===== src/rtl/mux_pkg.sv =====
// Shared mode encodings, default sizing and index-width helper for valid_mux_rr.
package mux_pkg;

  localparam logic MODE_SEL = 1'b0;
  localparam logic MODE_RR  = 1'b1;

  localparam int DEF_N_CH = 4;
  localparam int DEF_DW   = 8;

  function automatic int idx_w(input int n);
    return (n <= 2) ? 1 : $clog2(n);
  endfunction

endpackage


===== src/rtl/rr_pick.sv =====
// Combinational rotating-priority picker: first asserted req at or after ptr,
// wrapping from N_CH-1 back to 0 for any N_CH (not just powers of two).
module rr_pick
  import mux_pkg::*;
#(
  parameter int N_CH = DEF_N_CH,
  parameter int SW   = idx_w(N_CH)
) (
  input  logic [N_CH-1:0] req,
  input  logic [SW-1:0]   ptr,
  output logic            gnt_vld,
  output logic [SW-1:0]   gnt_idx
);

  logic [2*N_CH-1:0] req2;
  logic [N_CH-1:0]   rot;
  logic [SW:0]       sum;

  always_comb begin
    req2    = {req, req} >> ptr;
    rot     = req2[N_CH-1:0];
    gnt_vld = 1'b0;
    gnt_idx = '0;
    sum     = '0;
    for (int unsigned j = 0; j < N_CH; j++) begin
      if (!gnt_vld && rot[j]) begin
        gnt_vld = 1'b1;
        // Offset from ptr wrapped by compare so non-power-of-two N_CH works.
        sum = {1'b0, ptr} + (SW+1)'(j);
        if (sum >= (SW+1)'(N_CH)) sum = sum - (SW+1)'(N_CH);
        gnt_idx = sum[SW-1:0];
      end
    end
  end

endmodule


===== src/rtl/valid_mux_rr.sv =====
// N-channel valid/ready mux with one registered output stage; external-select or
// idle-skipping round-robin. Optional out_par when VALID_MUX_PARITY_EN is defined.
module valid_mux_rr
  import mux_pkg::*;
#(
  parameter int N_CH = DEF_N_CH,
  parameter int DW   = DEF_DW,
  parameter int SW   = idx_w(N_CH)
) (
  input  logic               clk,
  input  logic               reset,
  input  logic               mode,
  input  logic [SW-1:0]      sel,
  input  logic [N_CH-1:0]    in_valid,
  input  logic [N_CH*DW-1:0] in_data,
  output logic [N_CH-1:0]    in_ready,
  output logic               out_valid,
  output logic [DW-1:0]      out_data,
  output logic [SW-1:0]      out_chan,
`ifdef VALID_MUX_PARITY_EN
  output logic               out_par,
`endif
  input  logic               out_ready
);

  logic          out_valid_q, out_valid_d;
  logic [DW-1:0] out_data_q,  out_data_d;
  logic [SW-1:0] out_chan_q,  out_chan_d;
  logic [SW-1:0] rr_ptr_q,    rr_ptr_d;
`ifdef VALID_MUX_PARITY_EN
  logic          out_par_q,   out_par_d;
`endif

  logic          slot_free;
  logic          rr_vld;
  logic [SW-1:0] rr_idx;
  logic [SW-1:0] cand;
  logic          cand_ok;
  logic          cand_vld;
  logic          grant;
  logic          load;
  logic [DW-1:0] lane_data;

  rr_pick #(
    .N_CH (N_CH),
    .SW   (SW)
  ) u_rr_pick (
    .req     (in_valid),
    .ptr     (rr_ptr_q),
    .gnt_vld (rr_vld),
    .gnt_idx (rr_idx)
  );

  always_comb begin
    slot_free = !out_valid_q || out_ready;
    cand      = sel;
    cand_ok   = 1'b0;
    if (mode == MODE_RR) begin
      cand    = rr_idx;
      cand_ok = rr_vld;
    end else begin
      for (int unsigned i = 0; i < N_CH; i++)
        if (sel == SW'(i)) cand_ok = 1'b1;
    end
    grant = cand_ok && slot_free && !reset;

    // Decode the candidate once; an out-of-range sel matches no lane.
    in_ready  = '0;
    lane_data = '0;
    cand_vld  = 1'b0;
    for (int unsigned i = 0; i < N_CH; i++) begin
      if (cand == SW'(i)) begin
        in_ready[i] = grant;
        lane_data   = in_data[i*DW +: DW];
        cand_vld    = in_valid[i];
      end
    end
    load = grant && cand_vld;
  end

  always_comb begin
    out_valid_d = out_valid_q;
    out_data_d  = out_data_q;
    out_chan_d  = out_chan_q;
    rr_ptr_d    = rr_ptr_q;
`ifdef VALID_MUX_PARITY_EN
    out_par_d   = out_par_q;
`endif
    if (load) begin
      out_valid_d = 1'b1;
      out_data_d  = lane_data;
      out_chan_d  = cand;
`ifdef VALID_MUX_PARITY_EN
      out_par_d   = ^lane_data;
`endif
      if (mode == MODE_RR)
        rr_ptr_d = (cand == SW'(N_CH-1)) ? '0 : cand + SW'(1);
    end else if (out_ready) begin
      out_valid_d = 1'b0;
    end
  end

  always_ff @(posedge clk or posedge reset) begin
    if (reset) begin
      out_valid_q <= 1'b0;
      out_data_q  <= '0;
      out_chan_q  <= '0;
      rr_ptr_q    <= '0;
`ifdef VALID_MUX_PARITY_EN
      out_par_q   <= 1'b0;
`endif
    end else begin
      out_valid_q <= out_valid_d;
      out_data_q  <= out_data_d;
      out_chan_q  <= out_chan_d;
      rr_ptr_q    <= rr_ptr_d;
`ifdef VALID_MUX_PARITY_EN
      out_par_q   <= out_par_d;
`endif
    end
  end

  assign out_valid = out_valid_q;
  assign out_data  = out_data_q;
  assign out_chan  = out_chan_q;
`ifdef VALID_MUX_PARITY_EN
  assign out_par   = out_par_q;
`endif

endmodule


===== config.mk =====
export PLATFORM = sky130hd
export DESIGN_NAME = valid_mux_rr
export DESIGN_NICKNAME = d
export VERILOG_FILES = /design/src/rtl/mux_pkg.sv /design/src/rtl/rr_pick.sv /design/src/rtl/valid_mux_rr.sv
export SDC_FILE = /design/constraint.sdc
export NUM_CORES = 1
export LEC_CHECK = 0
export BUFFER_PORTS_ARGS = -buffer_cell sky130_fd_sc_hd__buf_2
export CELL_PAD_IN_SITES_DETAIL_PLACEMENT = 2
export CELL_PAD_IN_SITES_GLOBAL_PLACEMENT = 2
export CORE_ASPECT_RATIO = 0.6
export CORE_UTILIZATION = 25
export CTS_CLUSTER_SIZE = 28
export DETAILED_ROUTE_END_ITERATION = 8
export GPL_TIMING_DRIVEN = 0
export HOLD_SLACK_MARGIN = 0.02
export PLACE_DENSITY_LB_ADDON = 0.25
export SLEW_MARGIN = 25
export SYNTH_ARGS = -nofsm -noshare
export SYNTH_HDL_FRONTEND = slang
export SYNTH_SLANG_ARGS = --single-unit
export TNS_END_PERCENT = 100

===== constraint.sdc =====
create_clock -name clk -period 3.6 [get_ports clk]
set_input_delay 0.72 -clock clk [delete_from_list [all_inputs] [get_ports clk]]
set_output_delay 0.72 -clock clk [all_outputs]
set_load 0.005 [all_outputs]

==> Word level (Yosys, flattened, before mapping) <==
Cells that the tools add are included.
{ "classes": {"n_addsub": 8, "shift": 1, "eq_ne": 6, "n_reduce_logical": 16, "n_mux": 33, "n_lt_le_gt_ge": 4} }
{ "op_table": {"columns": ["op", "n"], "rows": [
  ["8-bit 2-to-1 mux", 4],
  ["2-bit 2-to-1 mux", 10],
  ["1-bit 2-to-1 mux", 19],
  ["3-bit >= comparator, second input constant", 3],
  ["2-bit equality test, second input constant", 4],
  ["8-bit by 2-bit >> shifter with 4-bit output", 1],
  ["2-bit by 1-bit subtractor with 2-bit output, second input constant", 4],
  ["2-bit by 2-bit adder with 3-bit output, second input constant", 2],
  ["1-bit logical AND", 6],
  ["1-bit logical NOT", 5],
  ["2-bit by 1-bit equality test with 1-bit output, second input constant", 2],
  ["2-bit logical NOT", 2],
  ["2-bit by 1-bit adder with 3-bit output, second input constant", 1],
  ["2-bit by 3-bit >= comparator with 1-bit output, second input constant", 1],
  ["2-bit by 1-bit adder with 2-bit output, second input constant", 1],
  ["2-bit AND reduction", 1],
  ["2-bit nonzero test", 1],
  ["1-bit logical OR", 1]
]} }
{ "word_totals": {"output_inout_bits": 15, "ff_bits": 13, "input_bits": 42, "word_cells": 72} }

==> Depth between registers and ports, before layout <==
Gate-level depths: netlist of the first run.
{ "logic_depth": {"depth_word": 19, "mapped_depth": 12, "depth_no_buf": 9} }

==> Hierarchy <==
A second synthesis of the first run with hierarchy kept.
{ "hier_totals": {"hier_cells": 103, "hier_area_um2": 1056.0} }
{ "by_module_without_submodules": {"columns": ["mod", "seq_area_each_um2", "instances", "area_each_um2", "cells_per_inst"], "rows": [
  ["valid_mux_rr", 325.3, 1, 982.2, 91],
  ["rr_pick", 0.0, 1, 73.8, 12]
]} }

==> Worst setup path after synthesis of the first run <==
Ideal clock, no wire load.
{ "synth_timing": {"path_kind": "input port to output port", "start": "input in_valid[0]", "end": "output in_ready[3]", "path_buffers": 3, "arrival_time_ns": 2.348, "required_time_ns": 2.880, "path_slack_ns": 0.532, "path_stages": 9, "cell_sequence": "buf_2 nand2b_1 a21oi_1 o41ai_2 ha_1 buf_2 buf_1 o2111ai_1 nand2_1"} }
{ "synth_between": {"word_cells_on_any_way": 21, "cone_classes": "1 x eq/ne; 1 x shift; 11 x mux; 8 x reduce/logical"} }
{ "synth_rtl": {"columns": ["element", "line_no", "text"], "rows": [
  ["from (decl)", "valid_mux_rr.sv:14", "input logic [N_CH-1:0] in_valid,"],
  ["8-bit by 2-bit >> shifter with 4-bit output (*)", "rr_pick.sv:20", "req2 = {req, req} >> ptr;"],
  ["1-bit 2-to-1 mux", "rr_pick.sv:26", "if (!gnt_vld && rot[j]) begin"],
  ["1-bit logical NOT", "rr_pick.sv:26", null],
  ["1-bit logical AND", "rr_pick.sv:26", null],
  ["1-bit 2-to-1 mux", "rr_pick.sv:26", null],
  ["1-bit logical NOT", "rr_pick.sv:26", null],
  ["1-bit logical AND", "rr_pick.sv:26", null],
  ["1-bit 2-to-1 mux", "rr_pick.sv:26", null],
  ["1-bit logical NOT", "rr_pick.sv:26", null],
  ["1-bit logical AND", "rr_pick.sv:26", null],
  ["2-bit 2-to-1 mux (*)", "rr_pick.sv:26", null],
  ["2-bit 2-to-1 mux (*)", "valid_mux_rr.sv:58", "if (mode == MODE_RR) begin"],
  ["named net cand[0]", "valid_mux_rr.sv:37", "logic [SW-1:0] cand;"],
  ["2-bit equality test (*)", "valid_mux_rr.sv:72", "if (cand == SW'(i)) begin"],
  ["1-bit 2-to-1 mux (*)", "valid_mux_rr.sv:72", null],
  ["to (decl)", "valid_mux_rr.sv:16", "output logic [N_CH-1:0] in_ready,"]
]} }
Mark *: on every way through the listed nets, which the timed path passes. The rest lies on a longest branch.

==> Final worst setup path of the first run <==
{ "layout_timing": {"start": "input in_valid[0]", "end": "output in_ready[2]"} }
Same word-level chain as after synthesis.

==> results of run 1 <==
-- layer usage --
layer,wire (um),part of all wire (%),track usage [%],vias up
met5,0,0,0,-
met4,10,0.24,3.23,0
met3,114,2.8,1.53,2
met2,1830,44,29.2,24
met1,2160,52,25.6,571
li1,-,-,-,568
-- how the worst max path moves through the flow --
stage                     depth (start not counted)   startpoint     endpoint
final                                            11  in_valid[0]  in_ready[2]
after floorplan                                   9  in_valid[0]  in_ready[3]
after CTS                                         9  in_valid[0]  in_ready[1]
after global placement                           10  in_valid[0]  in_ready[3]
after global routing                             10  in_valid[0]  in_ready[2]
after detailed placement                         10  in_valid[0]  in_ready[3]
-- registers in the layout (all words and copies together), names as in the netlist --
| register | cells |
|---|---|
| out_data | 8 |
| rr_ptr_q | 2 |
| out_chan | 2 |
| out_valid | 1 |
-- cells in the final DEF, fill, tap and decap left out, drive strengths merged --
cell type / count
o21ai: 1
nand2: 16
o31ai: 8
clkbuf: 5
a21oi: 4
a21boi: 1
nand3: 7
inv: 7
mux4: 1
o2111ai: 4
nor2b: 10
a22o: 1
nor2: 3
nor4: 1
a221oi: 7
buf: 61
a41oi: 1
or3: 1
mux2: 12
nor3b: 1
o41ai: 1
a31oi: 1
nand3b: 1
a211oi: 2
dfrtp: 13
ha: 4
nand2b: 6
-- critical path: stages --
cell and delay (ps):
buf_2 170, nand2b_1 110, a21oi_1 110, o41ai_4 420, inv_1 120, ha_1 240
buf_2 180, buf_2 200, o2111ai_1 110, nand2_1 80, buf_2 120
-- cell type report --
class / count / area (um^2)
Tap cell: 60 / 75.1
Sequential cell: 13 / 325
Clock buffer: 4 / 45.0
Inverter: 7 / 26.3
Timing Repair Buffer: 55 / 275
Multi-Input combinational cell: 94 / 747
Fill cell: 495 / 2680
Buffer: 7 / 41.3
-- synthesized netlist by cell type, drive strengths merged --
library cell	count	share of area, %
nand2	16	5.3
a211oi	2	1.8
nor4	1	0.56
nand2b	6	3.3
a21oi	4	1.8
nor3b	1	0.67
a41oi	1	0.78
nor2b	10	5.6
clkbuf	1	0.33
a31oi	1	0.56
o21ai	1	0.44
o41ai	1	1.4
nand3b	1	0.67
a221oi	7	5.4
or3	1	0.56
mux2	12	15
buf	7	3.6
a21boi	1	0.67
inv	7	2.3
o2111ai	4	3.1
ha	4	4.4
a22o	1	0.78
dfrtp	13	29
mux4	1	2.3
o31ai	8	5.3
nand3	7	3.1
nor2	3	1.2
-- stage by stage --
stage | hold WS [ps] | total power, mW
after floorplan | 504 | 0.587
after global placement | 490 | 0.751
after detailed placement | 498 | 0.786
after CTS | 515 | 0.916
after global routing | 526 | 0.985
final | 508 | 0.911
-- power by group through the flow --
stage	Combinational (mW)	Clock (mW)	Sequential, mW
finish	0.522	0.127	0.262
global route	0.574	0.141	0.270
CTS	0.522	0.130	0.264
detailed placement	0.524	0	0.262
global placement	0.491	0	0.260
floorplan	0.328	0	0.259
-- cell families (layout without fill, tap and decap cells) --
group / count (synthesis) / in the layout / synth area share, %
AND/OR/NAND/NOR: 46 / 46 / 21.0
AO/OA/AOI/OAI: 31 / 31 / 22.1
buffers and inverters: 15 / 73 / 6.22
multiplexers: 13 / 13 / 17.3
flip-flops: 13 / 13 / 28.9
adder cells (fa/ha/maj): 4 / 4 / 4.44
-- repair_timing --
action                     in CTS  in global routing
buffers inserted                0                  0
gates resized for setup         1                  3
setup endpoints to repair       1                  2
hold buffers                    0                  0
==> results by group, run 1 <==
Outcome
  • Status: completed

Routing
  • Post-DRT Antenna Nets: 0
  • Final WL: between 4000 and 5000 um
  • Via-to-Cell Ratio: between 4 and 5
  • Post-route DRC violation count: 0
  • Drt first pass iters: 4
  • Initial DRC count: 33
  • Vias: ~1200
  • WL/cell: 17.1 um

Placement
  • Final estimated routing congestion in global placement: around 0.73
  • DP HPWL: roughly 3500 um
  • Setup WS pre-CTS: -153 ps
  • DP Area: approximately 1500 um^2
  • Input/output buffers: 55
  • Placed Cells: approximately 240

Clock network
  • H-tree Lvls: 1
  • CTS Buffer Depth: 2
  • Number of buffers created by CTS: 3
  • TritonCTS clock tree: yes
  • Root buffer cell: clkbuf_8
  • Clock Latency Late Sink: between 200 and 250 ps
  • Clock Sinks: 13
  • Clk slew on worst S/H paths: 50 ps

Setup path
  • Required time worst endpoint: ~2900 ps
  • Critical path class: in2out
  • R2R cell count: 9
  • FF-to-FF Start: rr_ptr_q[0]
  • RR Endpoint: out_data[7]
  • Reg2reg setup slack: between 600 and 700 ps
  • Critical path launch point type: input port
  • Crit. End Element: output port
  • CP arrival: roughly 2600 ps
  • CP max FO: 10

STA
  • FMAX: slightly above 300 MHz
  • Max_slew headroom: between 60 and 70%
  • RSZ-0062 raised after global routing: false
  • Worst-Margin Slew: between 500 and 600 ps
  • Setup TNS: 0 ps
  • Hold Vio Cnt, Final: 0
  • Period utilisation layout: 91.7%
  • Skew final: 0.452 ps
  • Fin. max-slew vios: 0
  • Final Setup Violations: 0
  • Fin crit period: between 3000 and 4000 ps
  • Final worst slack: roughly 300 ps

Floorplan
  • Die height: roughly 54 um
  • IO Count: 57
  • Core Region: about 4200 um^2
  • Die Area: 4790 um^2
  • Row cnt: 18
  • Die Wd: just under 90 um
  • Starting Density: between 20% and 30%

Global routing
  • Initial antenna violation count: 0
  • First-pass GRT wire length: around 6300 um
  • Largest net degree at the start of global routing: 20
  • Gr ovfl total: 0
  • Tot GR Track Use: 17.8%
  • Vias in the first global route: about 1200

Synthesis
  • Post-Syn Instances: between 100 and 150
  • Synth unique cells: 32
  • Post-synthesis sequential area ratio: between 20% and 30%
  • Synth warnings: 0
  • #FFs+latches synth: 13
  • Post-Syn Area per Cell: just over 9 um^2
  • Post-Syn Area: roughly 1100 um^2
  • Post-synth net total: about 170

Cells and area
  • Synth-to-Final Area Change: 36.3%
  • Post-route cell area: 1540 um^2
  • Final Non-Filler Cells: 240
  • Ant diodes: 0
  • Fin nets: 227
  • Share of cells above drive strength 1: approximately 45%
  • Final Core Density: a little over a third

Pwr
  • Leakage power: between 0.7 and 0.8 nW
  • Pwr per Cell Area: 593 nW/um^2
  • P_int: ~0.56 mW
  • Combinational share of power: 57.3%
  • Sw frac: between 30% and 40%
  • Peak supply drop: 0.143 mV
  • Sequential share of power: approximately 29%
  • Clock share of power: roughly 14%
  • Psw: 0.351 mW

Min path
  • Hold crit path type: in2async

Job
  • MaxCap Viol Count: 0
Note: power is estimated with default switching activity, not from simulation.
==> run 2, diff against run 1 <==
--- a/config.mk
+++ b/config.mk
@@ -5,11 +5,12 @@
 export SDC_FILE = /design/constraint.sdc
 export NUM_CORES = 1
 export LEC_CHECK = 0
+export ABC_AREA = 1
 export BUFFER_PORTS_ARGS = -buffer_cell sky130_fd_sc_hd__buf_2
 export CELL_PAD_IN_SITES_DETAIL_PLACEMENT = 2
 export CELL_PAD_IN_SITES_GLOBAL_PLACEMENT = 2
 export CORE_ASPECT_RATIO = 0.6
-export CORE_UTILIZATION = 25
+export CORE_UTILIZATION = 26
 export CTS_CLUSTER_SIZE = 28
 export DETAILED_ROUTE_END_ITERATION = 8
 export GPL_TIMING_DRIVEN = 0
==> constraint.sdc (replaced) <==
create_clock -name clk -period 3.86 [get_ports clk]
set_input_delay 0.772 -clock clk [delete_from_list [all_inputs] [get_ports clk]]
set_output_delay 0.772 -clock clk [all_outputs]
set_load 0.005 [all_outputs]
==> run 2 against run 1 <==
Against the previous run: sequential share of layout area down 2.2 points; sequential power down 10%; via count up 19%; register-to-register slack better by 120 ps; largest power group unchanged.
==> results by group, run 2 <==
Setup path
  • RR Endpoint: out_data[1]
  • Reg2reg setup slack: between 700 and 800 ps
  • Required time worst endpoint: 3090 ps
  • Crit. End Element: output port
  • Critical path class: in2out
  • Worst setup path endpoint: in_ready[3]
  • Worst Path Buf+Inv: 6
  • CP arrival: about 2900 ps
  • CP max FO: 10
  • Critical path launch point type: input port
  • Slowest stage delay, CP: 230 ps
  • Most common cell on crit path: nand2_1
  • Crit path cell chain: buf_2 -> inv_1 -> nand2_1 -> nand3_2 -> nand2_4 -> nor2_8 -> nand3_2 -> nand2_1 -> nand2_1 -> nand3_1 -> nand2_1 -> inv_1 -> ha_1 -> clkinvlp_4 -> clkbuf_4 -> nor2_1 -> buf_2
  • Critical Path Stages: 17
  • FF-to-FF Start: rr_ptr_q[0]
  • R2R cell count: 22
  • Critical Path Source: in_valid[1]
  • Slowest stage cell, crit path: ha_1
  • Crit path max-delay family: simple AND/OR/NAND/NOR gates

Synthesis
  • Post-synth net total: 230
  • Yosys top cell area share: approximately 25%
  • Post-synth ARST share: 100%
  • Post-synth EDFFs: 0
  • #FFs+latches synth: 13
  • Synth top cells by count: nand2_1, nand2_2, inv_1, dfrtp_1, a21oi_1
  • Synth warnings: 0
  • Post-synthesis sequential area ratio: 25.2%
  • Most common cell in the netlist: nand2_1
  • Area contributors post-synth: dfrtp_1, nand2_1, nand2_2, o211ai_2, inv_1
  • Post-Syn Area per Cell: 7.00 um^2
  • Synth area leader: dfrtp_1
  • Post-Syn Area: between 1000 and 1500 um^2
  • Post-Syn Instances: 184
  • Top_reg_cell synth: dfrtp_1
  • Synth unique cells: 29

STA
  • FMAX: 276 MHz
  • Max_slew headroom: 65.0%
  • Fin crit period: roughly 3600 ps
  • RSZ-0062 raised after global routing: false
  • Hold Vio Cnt, Final: 0
  • Final Setup Violations: 0
  • Period utilisation layout: 93.8%
  • Skew final: 0.800 ps
  • Worst-Margin Slew: 524 ps
  • Fin. max-slew vios: 0
  • Setup TNS: 0 ps

Cells and area
  • Highest-count cells in the layout ignoring fill and taps: nand2_1, buf_2, nand2_2
  • Most common cell after layout, fill and taps aside: nand2_1
  • Share of cells above drive strength 1: between 40% and 50%
  • Post-route cell area: between 1500 and 2000 um^2
  • Ant diodes: 0
  • Fin nets: between 200 and 300
  • Synth-to-Final Area Change: 33.0%
  • Final Core Density: 36.8%
  • Final Non-Filler Cells: about 310
  • Largest register FFs: 8

Pwr
  • Leakage power: approximately 1 nW
  • Pwr per Cell Area: ~750 nW/um^2
  • Peak supply drop: ~0.15 mV

Clock network
  • CTS Buffer Depth: 2
  • Clk slew on worst S/H paths: ~60 ps
  • Clock Latency Late Sink: 250 ps
  • Root buffer cell: clkbuf_8
  • Clock Sinks: 13
  • Number of buffers created by CTS: 3
  • TritonCTS clock tree: yes
  • H-tree Lvls: 1
  • Hold Buf Count CTS: 0

Placement
  • Input/output buffers: between 50 and 60
  • Placed Cells: 303
  • DP HPWL: ~3800 um
  • Final estimated routing congestion in global placement: about 0.77
  • DP Area: between 1500 and 2000 um^2

Floorplan
  • Die height: around 57 um
  • Starting Density: between 20 and 30%
  • Die Wd: 92.9 um
  • Die Area: between 5000 and 6000 um^2
  • Row cnt: 19
  • IO Count: 57
  • Core Region: 4660 um^2

Routing
  • Vias: between 1000 and 1500
  • Drt first pass iters: 4
  • WL/cell: ~15 um
  • Final WL: ~4600 um
  • Via-to-Cell Ratio: around 4.5
  • Post-DRT Antenna Nets: 0
  • Post-route DRC violation count: 0
  • Initial DRC count: 41

Min path
  • Hold crit path type: reg2reg

Global routing
  • Tot GR Track Use: a little under a fifth
  • Vias in the first global route: ~1500
  • First-pass GRT wire length: roughly 7600 um
  • Gr ovfl total: 0
  • Initial antenna violation count: 0
  • Largest net degree at the start of global routing: 14

Job
  • MaxCap Viol Count: 0

Outcome
  • Status: completed
-- run 2: cell types whose count changed after synthesis, moves of 6 or more --
cell,delta
inv_1,+8
a21oi_1,+7
mux2_4,-9
o31ai_1,-8
o21ai_0,+8
a221oi_1,-7
nand2_2,+16
nand2b_1,-6
nor2_1,+8
o211ai_2,+8
nor2b_1,-10
nand2_1,+45
-- run 2: cells by family after synthesis --
group | synth area share, %
compound gates | 17.7
xor+xnor | 0.680
fa+ha+maj | 3.88
buf+inv | 11.3
flops | 25.2
simple gates | 41.3
-- run 2: layer usage --
metal / vias up / wire [um] / track usage [%]
met3: 5 / 221 / 3.12
met5: - / 0 / 0
met4: 0 / 70 / 6.59
li1: 714 / - / -
met2: 40 / 1790 / 26.1
met1: 628 / 2560 / 29.1
-- run 2: layout make-up --
| type | count | area (um^2) |
|---|---|---|
| multi-input combinational | 145 | 818 |
| timing repair buffer | 58 | 295 |
| inverter | 20 | 91.3 |
| fill | 610 | 2950 |
| sequential | 13 | 325 |
| clock buffer | 4 | 45.0 |
| tap | 63 | 78.8 |
| buffer | 6 | 60.1 |
-- run 2: through the flow --
stage / hold slack (ps) / power, mW / setup WS [ps]
after floorplan: 473 / 0.874 / 769
after global placement: 466 / 1.11 / 285
after detailed placement: 480 / 1.14 / 194
after CTS: 496 / 1.28 / 141
after global routing: 526 / 1.40 / 42.2
final: 489 / 1.28 / 241
-- run 2: worst min-delay path, cell delays in order, from the launching register on --
cell	delay (ps)
dfrtp_1	350
nand2_2	50
nand2_1	50
-- run 2: timing repair --
action / in CTS / in global routing
setup endpoints to repair: 0 / 1
resized for setup: 0 / 2
buffers inserted: 0 / 2
-- run 2: worst min-delay path by stage --
stage                      from     endpoint  slack, ps  cells past startpoint
floorplan           out_data[6]  out_data[6]        470                      2
global placement    out_data[6]  out_data[6]        470                      2
detailed placement  out_data[7]  out_data[7]        480                      2
CTS                 out_data[7]  out_data[7]        500                      2
global route        out_data[3]  out_data[3]        530                      2
finish              out_data[0]  out_data[0]        490                      2
-- run 2: report_power, final --
part | total, mW | internal (mW) | switching (mW) | leakage [nW]
combinational | 0.917 | 0.341 | 0.576 | 0.794
clock | 0.127 | 0.0732 | 0.0535 | 0.0228
sequential | 0.235 | 0.199 | 0.0367 | 0.162
total | 1.28 | 0.612 | 0.666 | 0.979
